## src/rtl/stepper_multi_axis_ctrl.sv

```systemverilog
// Multi-axis bipolar stepper controller: relative moves per axis with rate divider, phase sequencer, position counter.
// Latency: first step div+1 clocks after accept; coil pins follow the phase register by one clock.
// Backpressure: cmd_ready is low while the addressed axis is running or disabled; the source holds the command.
// Build option STEPPER_HOLD_EN: enabled idle axes keep their coils energised at the current phase.
module stepper_multi_axis_ctrl #(
   parameter int NUM_AXES = 2,
   parameter int DIV_W    = 23,
   parameter int POS_W    = 16,
   localparam int AXW     = (NUM_AXES > 1) ? $clog2(NUM_AXES) : 1
) (
   input  logic                      clk_100mhz,
   input  logic                      rst,
   input  logic                      cmd_valid,
   output logic                      cmd_ready,
   input  logic [AXW-1:0]            cmd_axis,
   input  logic [POS_W-1:0]          cmd_steps,
   input  logic [DIV_W-1:0]          cmd_div,
   input  logic                      cmd_half,
   input  logic [NUM_AXES-1:0]       enable,
   input  logic [NUM_AXES-1:0]       abort,
   output logic [NUM_AXES-1:0]       coil_ap,
   output logic [NUM_AXES-1:0]       coil_an,
   output logic [NUM_AXES-1:0]       coil_bp,
   output logic [NUM_AXES-1:0]       coil_bn,
   output logic [NUM_AXES-1:0]       busy,
   output logic [NUM_AXES-1:0]       done,
   output logic [NUM_AXES*POS_W-1:0] position
);

   localparam logic [0:0]       ST_IDLE  = 1'b0;
   localparam logic [0:0]       ST_RUN   = 1'b1;
   localparam logic [POS_W-1:0] POS_ONE  = POS_W'(1);
   localparam logic [DIV_W-1:0] DIV_ONE  = DIV_W'(1);

`ifdef STEPPER_HOLD_EN
   localparam logic HOLD = 1'b1;
`else
   localparam logic HOLD = 1'b0;
`endif

   // Bridge pattern {ap,an,bp,bn} for each of the 8 half-step phases.
   function automatic logic [3:0] phase_coils(input logic [2:0] ph);
      case (ph)
         3'd0:    phase_coils = 4'b1010;
         3'd1:    phase_coils = 4'b0010;
         3'd2:    phase_coils = 4'b0110;
         3'd3:    phase_coils = 4'b0100;
         3'd4:    phase_coils = 4'b0101;
         3'd5:    phase_coils = 4'b0001;
         3'd6:    phase_coils = 4'b1001;
         default: phase_coils = 4'b1000;
      endcase
   endfunction

   logic [NUM_AXES-1:0] sel;

   // One-hot decode of the addressed axis; out-of-range indices select nothing.
   always_comb begin
      sel = '0;
      for (int i = 0; i < NUM_AXES; i++) begin
         sel[i] = (cmd_axis == AXW'(i));
      end
   end

   assign cmd_ready = |(sel & enable & ~busy);

   for (genvar g = 0; g < NUM_AXES; g++) begin : g_axis
      logic [0:0]       state;
      logic [2:0]       phase;
      logic [POS_W-1:0] pos;
      logic [POS_W-1:0] rem;
      logic [DIV_W-1:0] ctr;
      logic [DIV_W-1:0] div_q;
      logic             dir;
      logic             half_q;
      logic             done_q;
      logic [3:0]       coil_q;
      logic             accept;
      logic             step_tick;
      logic             stop;
      logic             energise;
      logic [2:0]       step_amt;
      logic [POS_W-1:0] mag;

      assign accept    = cmd_valid & cmd_ready & sel[g];
      assign step_tick = (state == ST_RUN) & (ctr == div_q);
      assign stop      = (state == ST_RUN) & (abort[g] | ~enable[g]);
      assign step_amt  = half_q ? 3'd1 : 3'd2;
      assign mag       = cmd_steps[POS_W-1] ? -cmd_steps : cmd_steps;
      // The done cycle still drives the final phase so the last step is visible on the pins.
      assign energise  = enable[g] & ((state == ST_RUN) | done_q | HOLD);

      // Move sequencer: accept, rate divide, step phase/position, finish or abort.
      always_ff @(posedge clk_100mhz or posedge rst) begin
         if (rst) begin
            state  <= ST_IDLE;
            phase  <= 3'd0;
            pos    <= '0;
            rem    <= '0;
            ctr    <= '0;
            div_q  <= DIV_ONE;
            dir    <= 1'b0;
            half_q <= 1'b0;
            done_q <= 1'b0;
         end else begin
            done_q <= 1'b0;
            if (state == ST_RUN) begin
               if (stop) begin
                  state <= ST_IDLE;
                  rem   <= '0;
               end else if (step_tick) begin
                  ctr   <= '0;
                  phase <= dir ? phase - step_amt : phase + step_amt;
                  pos   <= dir ? pos - POS_ONE : pos + POS_ONE;
                  rem   <= rem - POS_ONE;
                  if (rem == POS_ONE) begin
                     state  <= ST_IDLE;
                     done_q <= 1'b1;
                  end
               end else begin
                  ctr <= ctr + DIV_ONE;
               end
            end else if (accept) begin
               if (cmd_steps == '0) begin
                  done_q <= 1'b1;
               end else begin
                  state  <= ST_RUN;
                  rem    <= mag;
                  dir    <= cmd_steps[POS_W-1];
                  div_q  <= (cmd_div == '0) ? DIV_ONE : cmd_div;
                  half_q <= cmd_half;
                  ctr    <= '0;
                  if (!cmd_half) begin
                     phase[0] <= 1'b0;
                  end
               end
            end
         end
      end

      // Registered bridge drive; disabled axes coast with all switches off.
      always_ff @(posedge clk_100mhz or posedge rst) begin
         if (rst) begin
            coil_q <= 4'b0000;
         end else begin
            coil_q <= energise ? phase_coils(phase) : 4'b0000;
         end
      end

      assign coil_ap[g]                  = coil_q[3];
      assign coil_an[g]                  = coil_q[2];
      assign coil_bp[g]                  = coil_q[1];
      assign coil_bn[g]                  = coil_q[0];
      assign busy[g]                     = (state == ST_RUN);
      assign done[g]                     = done_q;
      assign position[g*POS_W +: POS_W]  = pos;
   end

endmodule

```

## config.mk

```make
export PLATFORM = sky130hd
export DESIGN_NAME = stepper_multi_axis_ctrl
export DESIGN_NICKNAME = d
export VERILOG_FILES = /design/src/rtl/stepper_multi_axis_ctrl.sv
export SDC_FILE = /design/constraint.sdc
export NUM_CORES = 1
export LEC_CHECK = 0
export ABC_AREA = 1
export ABC_CLOCK_PERIOD_IN_PS = 12900
export BUFFER_PORTS_ARGS = -buffer_cell sky130_fd_sc_hd__buf_2
export CAP_MARGIN = 0
export CORE_MARGIN = 5
export CORE_UTILIZATION = 55
export DETAILED_ROUTE_END_ITERATION = 8
export PLACE_DENSITY = 0.79
export SETUP_SLACK_MARGIN = 0.02
export SLEW_MARGIN = 20
export SYNTH_ARGS = -nofsm -noshare
export SYNTH_HDL_FRONTEND = slang
export SYNTH_SLANG_ARGS = --single-unit
export TNS_END_PERCENT = 10
```

## constraint.sdc

```tcl
create_clock -name clk_100mhz -period 12.9 [get_ports clk_100mhz]
set_clock_uncertainty 0.05 [all_clocks]
set_input_delay 2.58 -clock clk_100mhz [delete_from_list [all_inputs] [get_ports clk_100mhz]]
set_output_delay 2.58 -clock clk_100mhz [all_outputs]
set_load 0.02 [all_outputs]
```

==> flow_metrics.tcl, run 1 <==
set metrics [dict create \
    status "finished, final reports clean" \
    fin_area_mm2 0.0132 \
    synth_top_family_by_area "simple AND/OR/NAND/NOR gates" \
    synthMuxAreaShare_pct 0.0835 \
    seq_area_frac_synth_pct 37.2 \
    yosysTopAreaCell "dfrtp_1" \
    routed_wl_mm 30.4 \
    synthTopCellsByCount "621 x nand2_1, 226 x inv_1, 176 x dfrtp_1" \
    cpMostUsedCell "buf_2" \
    ys_async_sr_fraction_pct 100 \
    tightest_slew_ps 995 \
    insertedDiodeCount 0 \
    dieArea_mm2 0.0249 \
    final_util_pct 61.1 \
    rsz0062_at_grt "false" \
    gp_congestion 0.933 \
    crit_family "buffers and inverters" \
    setup_viol 0 \
    tritoncts "built" \
    drc 0 \
    crit_fanout 3 \
    cts_made_buffers 17 \
    core_area_mm2 0.0216 \
    grt_usage_pct 25.1 \
    synthesis.area_mm2 0.0120 \
    worst_slack_ps 7050 \
    hold_buffers 0 \
    vias_per_cell 5.37 \
    io_buffers 92 \
    vdd_drop_max_mv 0.0835 \
    dr.pass1.iters 6 \
    rows 54 \
    cp.arrival_ps 3220 \
    cts_resized 0 \
    clk_latency_ps 450 \
    crit_required_ps 10270 \
    fmax_mhz 171 \
    finalHoldViolCount 0 \
    cp-start-kind "primary input" \
    yosys.area_share.simple_pct 34.7 \
    end_kind "primary output" \
    syn_area_per_cell_um2 6.74 \
    max-cap-violations 0 \
    cp_slowest_cell "o21ai_2" \
    drtIter0Drc 877 \
    fin_crit_sh_pct 45.4 \
    syn-num-nets 1868 \
    synth_adder_area_share_pct 4.53 \
    grt_max_degree 107 \
    worstSetupPathType "in -> out" \
    cts_setup_buffers 0 \
    synth_ff_type "dfrtp_1" \
    grt_pass1_wl_mm 51.4 \
    fp.dieW_um 158 \
    path_clk_slew_ps 80 \
    period_needed_ps 5850 \
    hold_class "reg -> reg" \
    overflow 0 \
    ys_warn_count 0 \
    power.density_mw_per_mm2 124 \
    drv_slew 0 \
    yosysMostFrequentCell "nand2_1" \
    synthTopCellsByArea "dfrtp_1 37%, nand2_1 19%, inv_1 7.1%" \
    ant_nets 0 \
    post_drt_wl_per_cell_um 14.2 \
    syn2layout_area_growth_pct 10.1 \
    numClockSinks 178 \
    antenna_found_initial 0 \
    start_util_pct 55.5 \
    die_y_um 158 \
    placed_area_mm2 0.0126 \
    tns_ps 0 \
    dpl_worst_slack_ps 7050 \
    p_leak_nw 7.17 \
    slew_headroom_pct 33.6 \
    clockBufferDepth 2 \
    drive_gt1_share_pct 9.30 \
    p_total_w 0.00164 \
    hpwlAfterDp_mm 22.1 \
    ios 93 \
    cts.htree.levels 4 \
    cts-root-buf "clkbuf_16" \
    finalNetCount 1936 \
    synth_top_area_share_pct 36.7 \
    grt_pass1_vias 10775 \
    cp_num_buf_inv 2 \
    cp_cell_sequence "buf_2, nand2_1, o21ai_2, buf_2" \
    max_stage_delay_ps 190 \
    synth_compound_gate_area_share_pct 9.15 \
    synth_cell_types 46 \
    ys_seq_elements 178 \
    synth_cells 1779 \
    synthXorXnorAreaFrac_pct 4.53 \
    vias 11501 \
    synth_edf_count 0 \
]
## layout make-up
| class | count | area, um^2 |
|---|---|---|
| clock buffer | 17 | 425 |
| clock inverter | 15 | 191 |
| timing repair buffer | 97 | 498 |
| fill | 2007 | 8420 |
| inverter | 244 | 923 |
| multi-input combinational | 1309 | 6360 |
| sequential | 178 | 4460 |
| tap | 280 | 350 |
## registers in the layout, summed over array words and instances, names as in the netlist
| register | cells |
|---|---|
| g_axis.half_q | 2 |
| g_axis.div_q | 46 |
| g_axis.ctr | 46 |
| g_axis.dir | 2 |
| g_axis.rem | 32 |
| g_axis.done_q | 2 |
| g_axis.state | 2 |
| g_axis.phase | 6 |
| g_axis.coil_q | 8 |
| g_axis.pos | 32 |
## where the power goes
| part | switching (W) | total [W] | internal, W |
|---|---|---|---|
| Sequential | 0.0000812 | 0.000706 | 0.000625 |
| Clock | 0.000257 | 0.000553 | 0.000296 |
| Combinational | 0.000243 | 0.000382 | 0.000139 |
## kinds of logic after synthesis
logic type,count (synthesis)
adder cells (fa/ha/maj),41
buffers and inverters,292
AND/OR/NAND/NOR,995
multiplexers,1
flip-flops,178
AO/OA/AOI/OAI,210
XOR/XNOR,62
## worst min-delay path: stages, from the launching register on
cell and delay (ps):
dfrtp_1 350, nand2_1 50, nand2_1 60
## through the flow
step	std cells	hold WS (ps)
after floorplan	1779	399
after global placement	2108	414
after detailed placement	2108	416
after CTS	2140	435
after global routing	2140	457
final	2140	437
## layout by cell type, fill, tap and decap left out, drive strengths merged
| cell type | instances |
|---|---|
| a22oi | 2 |
| nor3 | 19 |
| dfrtp | 176 |
| o21ai | 137 |
| or2 | 4 |
| nor2 | 166 |
| nand4 | 55 |
| fa | 4 |
| xor2 | 37 |
| clkinv | 5 |
| inv | 251 |
| a21o | 3 |
| clkinvlp | 1 |
| buf | 97 |
| o211ai | 1 |
| nand3b | 7 |
| a21oi | 55 |
| clkbuf | 17 |
| mux2i | 1 |
| and2 | 1 |
| o22ai | 6 |
| a31oi | 2 |
| a21boi | 3 |
| bufinv | 2 |
| xnor2 | 25 |
| dfstp | 2 |
| nand2 | 627 |
| o21a | 1 |
| nor4 | 2 |
| nand3 | 113 |
| and3 | 1 |
| ha | 37 |
## metal layers
| metal | global-route usage, % | wire (um) | up-vias | part of all wire [%] |
|---|---|---|---|---|
| li1 | - | - | 5766 | - |
| met1 | 33.6 | 13200 | 5326 | 44 |
| met2 | 41.9 | 14600 | 348 | 48 |
| met3 | 3.66 | 1740 | 61 | 5.7 |
| met4 | 8.44 | 760 | 0 | 2.5 |
| met5 | 0 | 0 | - | 0 |
## worst paths after layout
kind,slack [ps],from,depth (start not counted),to
max,7050,enable[0],4,cmd_ready
min,440,g_axis[1].rem[14],2,g_axis[1].rem[14]
max reg2reg,8950,g_axis[0].state,11,g_axis[0].ctr[20]
min reg2reg,440,g_axis[1].rem[14],2,g_axis[1].rem[14]
max in group asynchronous,9160,rst,3,g_axis[1].ctr[22]
min in group asynchronous,2240,rst,2,g_axis[0].ctr[18]
(Power assumes the default switching activity.)
==> run 2, diff against run 1 <==
ABC_CLOCK_PERIOD_IN_PS = 5100   (was 12900)
PLACE_DENSITY = 0.82   (was 0.79)
clock period = 5.1 ns   (was 12.9 ns; I/O delays follow)
==> run 2 against run 1 <==
Compared with the run above: via count increased by 1.2%; largest cell class unchanged; first-iteration DRC count increased by 36%; sequential share of layout area grew 0.16 points; routed wire length rose by 1.2%; critical endpoint is now g_axis[0].ctr[19].
==> flow_metrics.tcl, run 2 (synthesis gave the netlist of run 1 again) <==
set metrics [dict create \
    top_layer_used "met4" \
    top_regs "g_axis.ctr: 46 flops, g_axis.div_q: 46 flops" \
    clk_latency_ps 440 \
    cpMostUsedCell "nand2_1" \
    max_stage_delay_ps 750 \
    clockBufferDepth 2 \
    io_buffers 92 \
    placed_area_mm2 0.0126 \
    numClockSinks 178 \
    met2_length_mm 14.8 \
    grt_pass1_vias 10926 \
    gp_congestion 1.02 \
    finalHoldViolCount 0 \
    fin_area_mm2 0.0131 \
    cts_resized 0 \
    cp_num_buf_inv 2 \
    rows 54 \
    tritoncts "built" \
    drive_gt1_share_pct 9.25 \
    drc 0 \
    p_total_w 0.00400 \
    fin_crit_sh_pct 70.2 \
    wl_met1_mm 13.2 \
    final_common_cell "nand2_1" \
    period_needed_ps 3580 \
    post_drt_wl_per_cell_um 14.4 \
    cp.arrival_ps 3850 \
    drv_slew 0 \
    max-cap-violations 0 \
    slew_headroom_pct 34.4 \
    p_leak_nw 7.14 \
    cp_cell_sequence "inv_1, nand2_1, o21ai_2, nand2_1, nor2_1, nand2_1, nand2_2, inv_1, a21oi_1, nor2_1" \
    grt_max_degree 179 \
    tns_ps 0 \
    start_util_pct 55.5 \
    regArea_mm2 0.00446 \
    ios 93 \
    syn2layout_area_growth_pct 9.60 \
    tightest_slew_ps 985 \
    routed_wl_mm 30.7 \
    vias_per_cell 5.44 \
    final_cell_mix "620 x nand2_1, 225 x inv_1, 176 x dfrtp_1" \
    dieArea_mm2 0.0249 \
    worstSetupPathType "reg -> reg" \
    dr.pass1.iters 6 \
    hpwlAfterDp_mm 22.3 \
    hold_class "reg -> reg" \
    grt_pass1_wl_mm 51.8 \
    drtIter0Drc 1194 \
    rsz0062_at_grt "false" \
    core_area_mm2 0.0216 \
    path_clk_slew_ps 70 \
    overflow 0 \
    cp-start-kind "flop" \
    end_kind "flop" \
    fmax_mhz 279 \
    ant_nets 0 \
    routed-wl-met3_mm 1.80 \
    status "finished, final reports clean" \
    crit_family "simple AND/OR/NAND/NOR gates" \
    vias 11642 \
    vdd_drop_max_mv 0.292 \
    power.density_mw_per_mm2 305 \
    grt_usage_pct 25.2 \
    multi_input_area_mm2 0.00636 \
    antenna_found_initial 1 \
    die_y_um 158 \
    cp_slowest_cell "dfrtp_1" \
    hold_buffers 0 \
    setup_viol 0 \
    crit_fanout 39 \
    fp.dieW_um 158 \
    fill_cells 1950 \
    finalNetCount 1935 \
    crit_required_ps 5370 \
    cts_setup_buffers 0 \
    cts_made_buffers 17 \
    cts.htree.levels 4 \
    cts-root-buf "clkbuf_16" \
]
-- run 2: worst reg2reg max path, delay by kind of cell (launching register included) --
| kind | cells | cell delay [ps] |
|---|---|---|
| AOI/OAI and AO/OA | 2 | 460 |
| buffers and inverters | 2 | 1020 |
| DFF | 1 | 750 |
| and+or+nand+nor | 6 | 1190 |
-- run 2: power by group --
group	switching [W]	internal (W)	leakage (nW)	total (W)
clock	0.000600	0.000643	0.268	0.00124
combinational	0.000613	0.000351	4.52	0.000964
sequential	0.000214	0.00158	2.35	0.00180
-- run 2: cell type report --
class	instances	area share (%)
well taps	280	2.67
diodes	2	0.0381
repair buffers	96	3.83
clock inverters	13	0.771
flip-flops and latches	178	33.9
inverters	244	7.00
multi-input cells	1309	48.4
clock buffers	19	3.37
-- run 2: metal layers --
metal,vias up,track usage (%)
met5,-,0
met1,5421,33.5
li1,5769,-
met2,374,42.0
met3,78,3.61
met4,0,9.26
-- run 2: path summary, 6_finish.rpt --
kind | from | end | slack (ps) | cells after the start
max in group asynchronous | rst | g_axis[1].div_q[13] | 3480 | 3
worst max register to register | g_axis[0].state | g_axis[0].ctr[19] | 1520 | 10
worst max-delay path | g_axis[0].state | g_axis[0].ctr[19] | 1520 | 10
worst min register to register | g_axis[0].rem[11] | g_axis[0].rem[11] | 430 | 2
min in group asynchronous | rst | g_axis[0].pos[7] | 770 | 3
worst min-delay path | g_axis[0].rem[11] | g_axis[0].rem[11] | 430 | 2
-- run 2: metrics by stage --
| step | cells | setup slack [ps] | utilization (%) | hold WS (ps) |
|---|---|---|---|---|
| 3_5_place_dp | 2107 | 1200 | 58.2 | 418 |
| 6_report | 2141 | 1520 | 60.8 | 435 |
| 2_1_floorplan | 1779 | 1750 | - | 399 |
| 4_1_cts | 2139 | 1580 | 60.7 | 435 |
| 3_3_place_gp | 2107 | 1310 | 58.2 | 413 |
| 5_1_grt | 2140 | 1210 | 60.8 | 457 |
==> run 3, diff against run 2 <==
ABC_AREA = 0   (was 1)
ABC_CLOCK_PERIOD_IN_PS = 3260   (was 5100)
PLACE_DENSITY = 0.83   (was 0.82)
clock period = 3.26 ns   (was 5.1 ns; I/O delays follow)
==> run 3 against run 2 <==
Compared with the run above: flip-flop and latch count did not move; largest cell class unchanged; critical path type unchanged; sequential power rose by 51%; cell count decreased by 31%; non-clock buffer count rose by 17; area after synthesis fell by 14%; critical endpoint is now g_axis[1].ctr[17]; clock power increased by 77%; worst setup slack worse by 1200 ps.
==> flow_metrics.tcl, run 3 <==
set metrics [dict create \
    dr.pass1.iters 6 \
    synth_edf_count 0 \
    dieArea_mm2 0.0217 \
    drv_slew 0 \
    synth_top_area_share_pct 42.5 \
    fp.dieW_um 147 \
    synth_ff_type "dfrtp_1" \
    hpwlAfterDp_mm 18.1 \
    ant_nets 0 \
    routed_wl_mm 24.8 \
    final_common_cell "nand2_1" \
    grt_max_degree 88 \
    crit_fanout 13 \
    max-cap-violations 0 \
    worst_slack_ps 275 \
    hold_buffers 0 \
    final_cell_mix "214 x nand2_1, 176 x dfrtp_1, 105 x nor2_1" \
    ys_async_sr_fraction_pct 100 \
    cp-start-kind "flop" \
    seq_area_frac_synth_pct 43.0 \
    post_drt_wl_per_cell_um 16.8 \
    drive_gt1_share_pct 14.4 \
    insertedDiodeCount 0 \
    finalNetCount 1323 \
    vdd_drop_max_mv 0.386 \
    clk_latency_ps 440 \
    grt_usage_pct 23.1 \
    fin_crit_sh_pct 91.6 \
    overflow 0 \
    core_area_mm2 0.0186 \
    slew_headroom_pct 32.1 \
    grt_pass1_wl_mm 41.4 \
    p_leak_nw 5.72 \
    cts_made_buffers 17 \
    final_util_pct 62.7 \
    crit_required_ps 3530 \
    top_regs "g_axis.ctr: 46 flops, g_axis.div_q: 46 flops" \
    syn_area_per_cell_um2 9.02 \
    synth_cell_types 70 \
    yosysTopAreaCell "dfrtp_1" \
    setup_viol 0 \
    synthTopCellsByCount "214 x nand2_1, 176 x dfrtp_1, 105 x nor2_1" \
    status "finished, final reports clean" \
    period_needed_ps 2980 \
    cp.arrival_ps 3260 \
    rsz0062_at_grt "false" \
    cts-root-buf "clkbuf_16" \
    hold_class "in -> async" \
    fmax_mhz 335 \
    placed_area_mm2 0.0111 \
    antenna_found_initial 0 \
    yosysMostFrequentCell "nand2_1" \
    grt_pass1_vias 8237 \
    fill_cells 1531 \
    vias_per_cell 5.89 \
    worstSetupPathType "reg -> reg" \
    drc 0 \
    synthTopCellsByArea "dfrtp_1 43%, nand2_1 7.8%, xor2_1 6.6%" \
    rows 50 \
    tightest_slew_ps 1020 \
    cts.htree.levels 4 \
    die_y_um 147 \
    ys_warn_count 0 \
    fin_area_mm2 0.0117 \
    synth_cells 1148 \
    start_util_pct 55.5 \
    ys_seq_elements 178 \
    cts_setup_buffers 0 \
    gp_congestion 0.930 \
    power.density_mw_per_mm2 514 \
    syn2layout_area_growth_pct 12.9 \
    drtIter0Drc 911 \
    clockBufferDepth 2 \
    vias 8728 \
    synthesis.area_mm2 0.0104 \
    dpl_worst_slack_ps 172 \
    ios 93 \
    syn-num-nets 1237 \
    io_buffers 92 \
    numClockSinks 178 \
    path_clk_slew_ps 70 \
    end_kind "flop" \
    tritoncts "built" \
    tns_ps 0 \
    finalHoldViolCount 0 \
]
run 3: cell types whose count changed after synthesis, sizes merged, moves of 19 or more:
cell and change:
nor2 -61, xor2 +41, xnor2 +28, nand3 -88
nand2 -413, inv -211, nor4 +23, o21ai -45
nand4 -36, a22o +19, a21oi -22
run 3: cell type report:
cell class,count,area [um^2],area share (%)
repair buffers,113,631,5.39
clock inverters,11,165,1.41
clock buffers,21,460,3.94
multi-input cells,892,5560,47.6
well taps,234,293,2.50
inverters,32,124,1.06
flip-flops and latches,178,4460,38.1
run 3: cells by family (layout without fill, tap and decap cells):
logic type               after synthesis  count (layout)  synth area share [%]
AND/OR/NAND/NOR                      466             466                  20.6
AO/OA/AOI/OAI                        238             238                  15.0
flip-flops                           178             178                  43.0
XOR/XNOR                             131             131                  11.1
buffers and inverters                 78             177                  3.31
adder cells (fa/ha/maj)               41              41                  5.24
multiplexers                          16              16                  1.72
run 3: where the power goes:
part / internal [W] / leakage [nW] / switching [W]
clock: 0.00127 / 0.308 / 0.000918
combinational: 0.000452 / 3.05 / 0.000654
sequential: 0.00246 / 2.36 / 0.000255
run 3: worst max-delay path, cell delays in order (launching register included):
cell	delay (ps)
dfrtp_1	440
xor2_1	190
nor4_1	410
nand4_1	220
or2_2	390
a21oi_1	820
buf_4	300
nor2_1	60
run 3: final timing paths:
path / to / slack, ps / from / cells after the start
max: g_axis[1].ctr[17] / 280 / g_axis[1].ctr[0] / 7
min: g_axis[0].rem[1] / 110 / rst / 2
max reg2reg: g_axis[1].ctr[17] / 280 / g_axis[1].ctr[0] / 7
min reg2reg: g_axis[1].pos[15] / 410 / g_axis[1].pos[15] / 1
max in group asynchronous: g_axis[1].div_q[8] / 2200 / rst / 3
min in group clk_100mhz: g_axis[1].div_q[17] / 390 / cmd_div[17] / 3
run 3: what timing repair did:
item | in CTS | in global routing
resized for setup | 0 | 1
endpoints found under the setup margin | 0 | 2
hold endpoints to repair | 0 | 0
run 3: through the flow:
step           hold WS (ps)  instances  power [W]
2_1_floorplan           392       1148    0.00351
3_3_place_gp            404       1449    0.00379
3_5_place_dp            407       1449    0.00384
4_1_cts                 104       1481    0.00603
5_1_grt                 118       1481    0.00631
6_report                107       1481    0.00601
run 3: metal layers:
metal / track usage, % / vias to the layer above / routed length, um
li1: - / 4181 / -
met1: 31.8 / 4214 / 11000
met2: 36.9 / 270 / 11700
met3: 4.07 / 63 / 1350
met4: 8.43 / 0 / 717
met5: 0 / - / 0
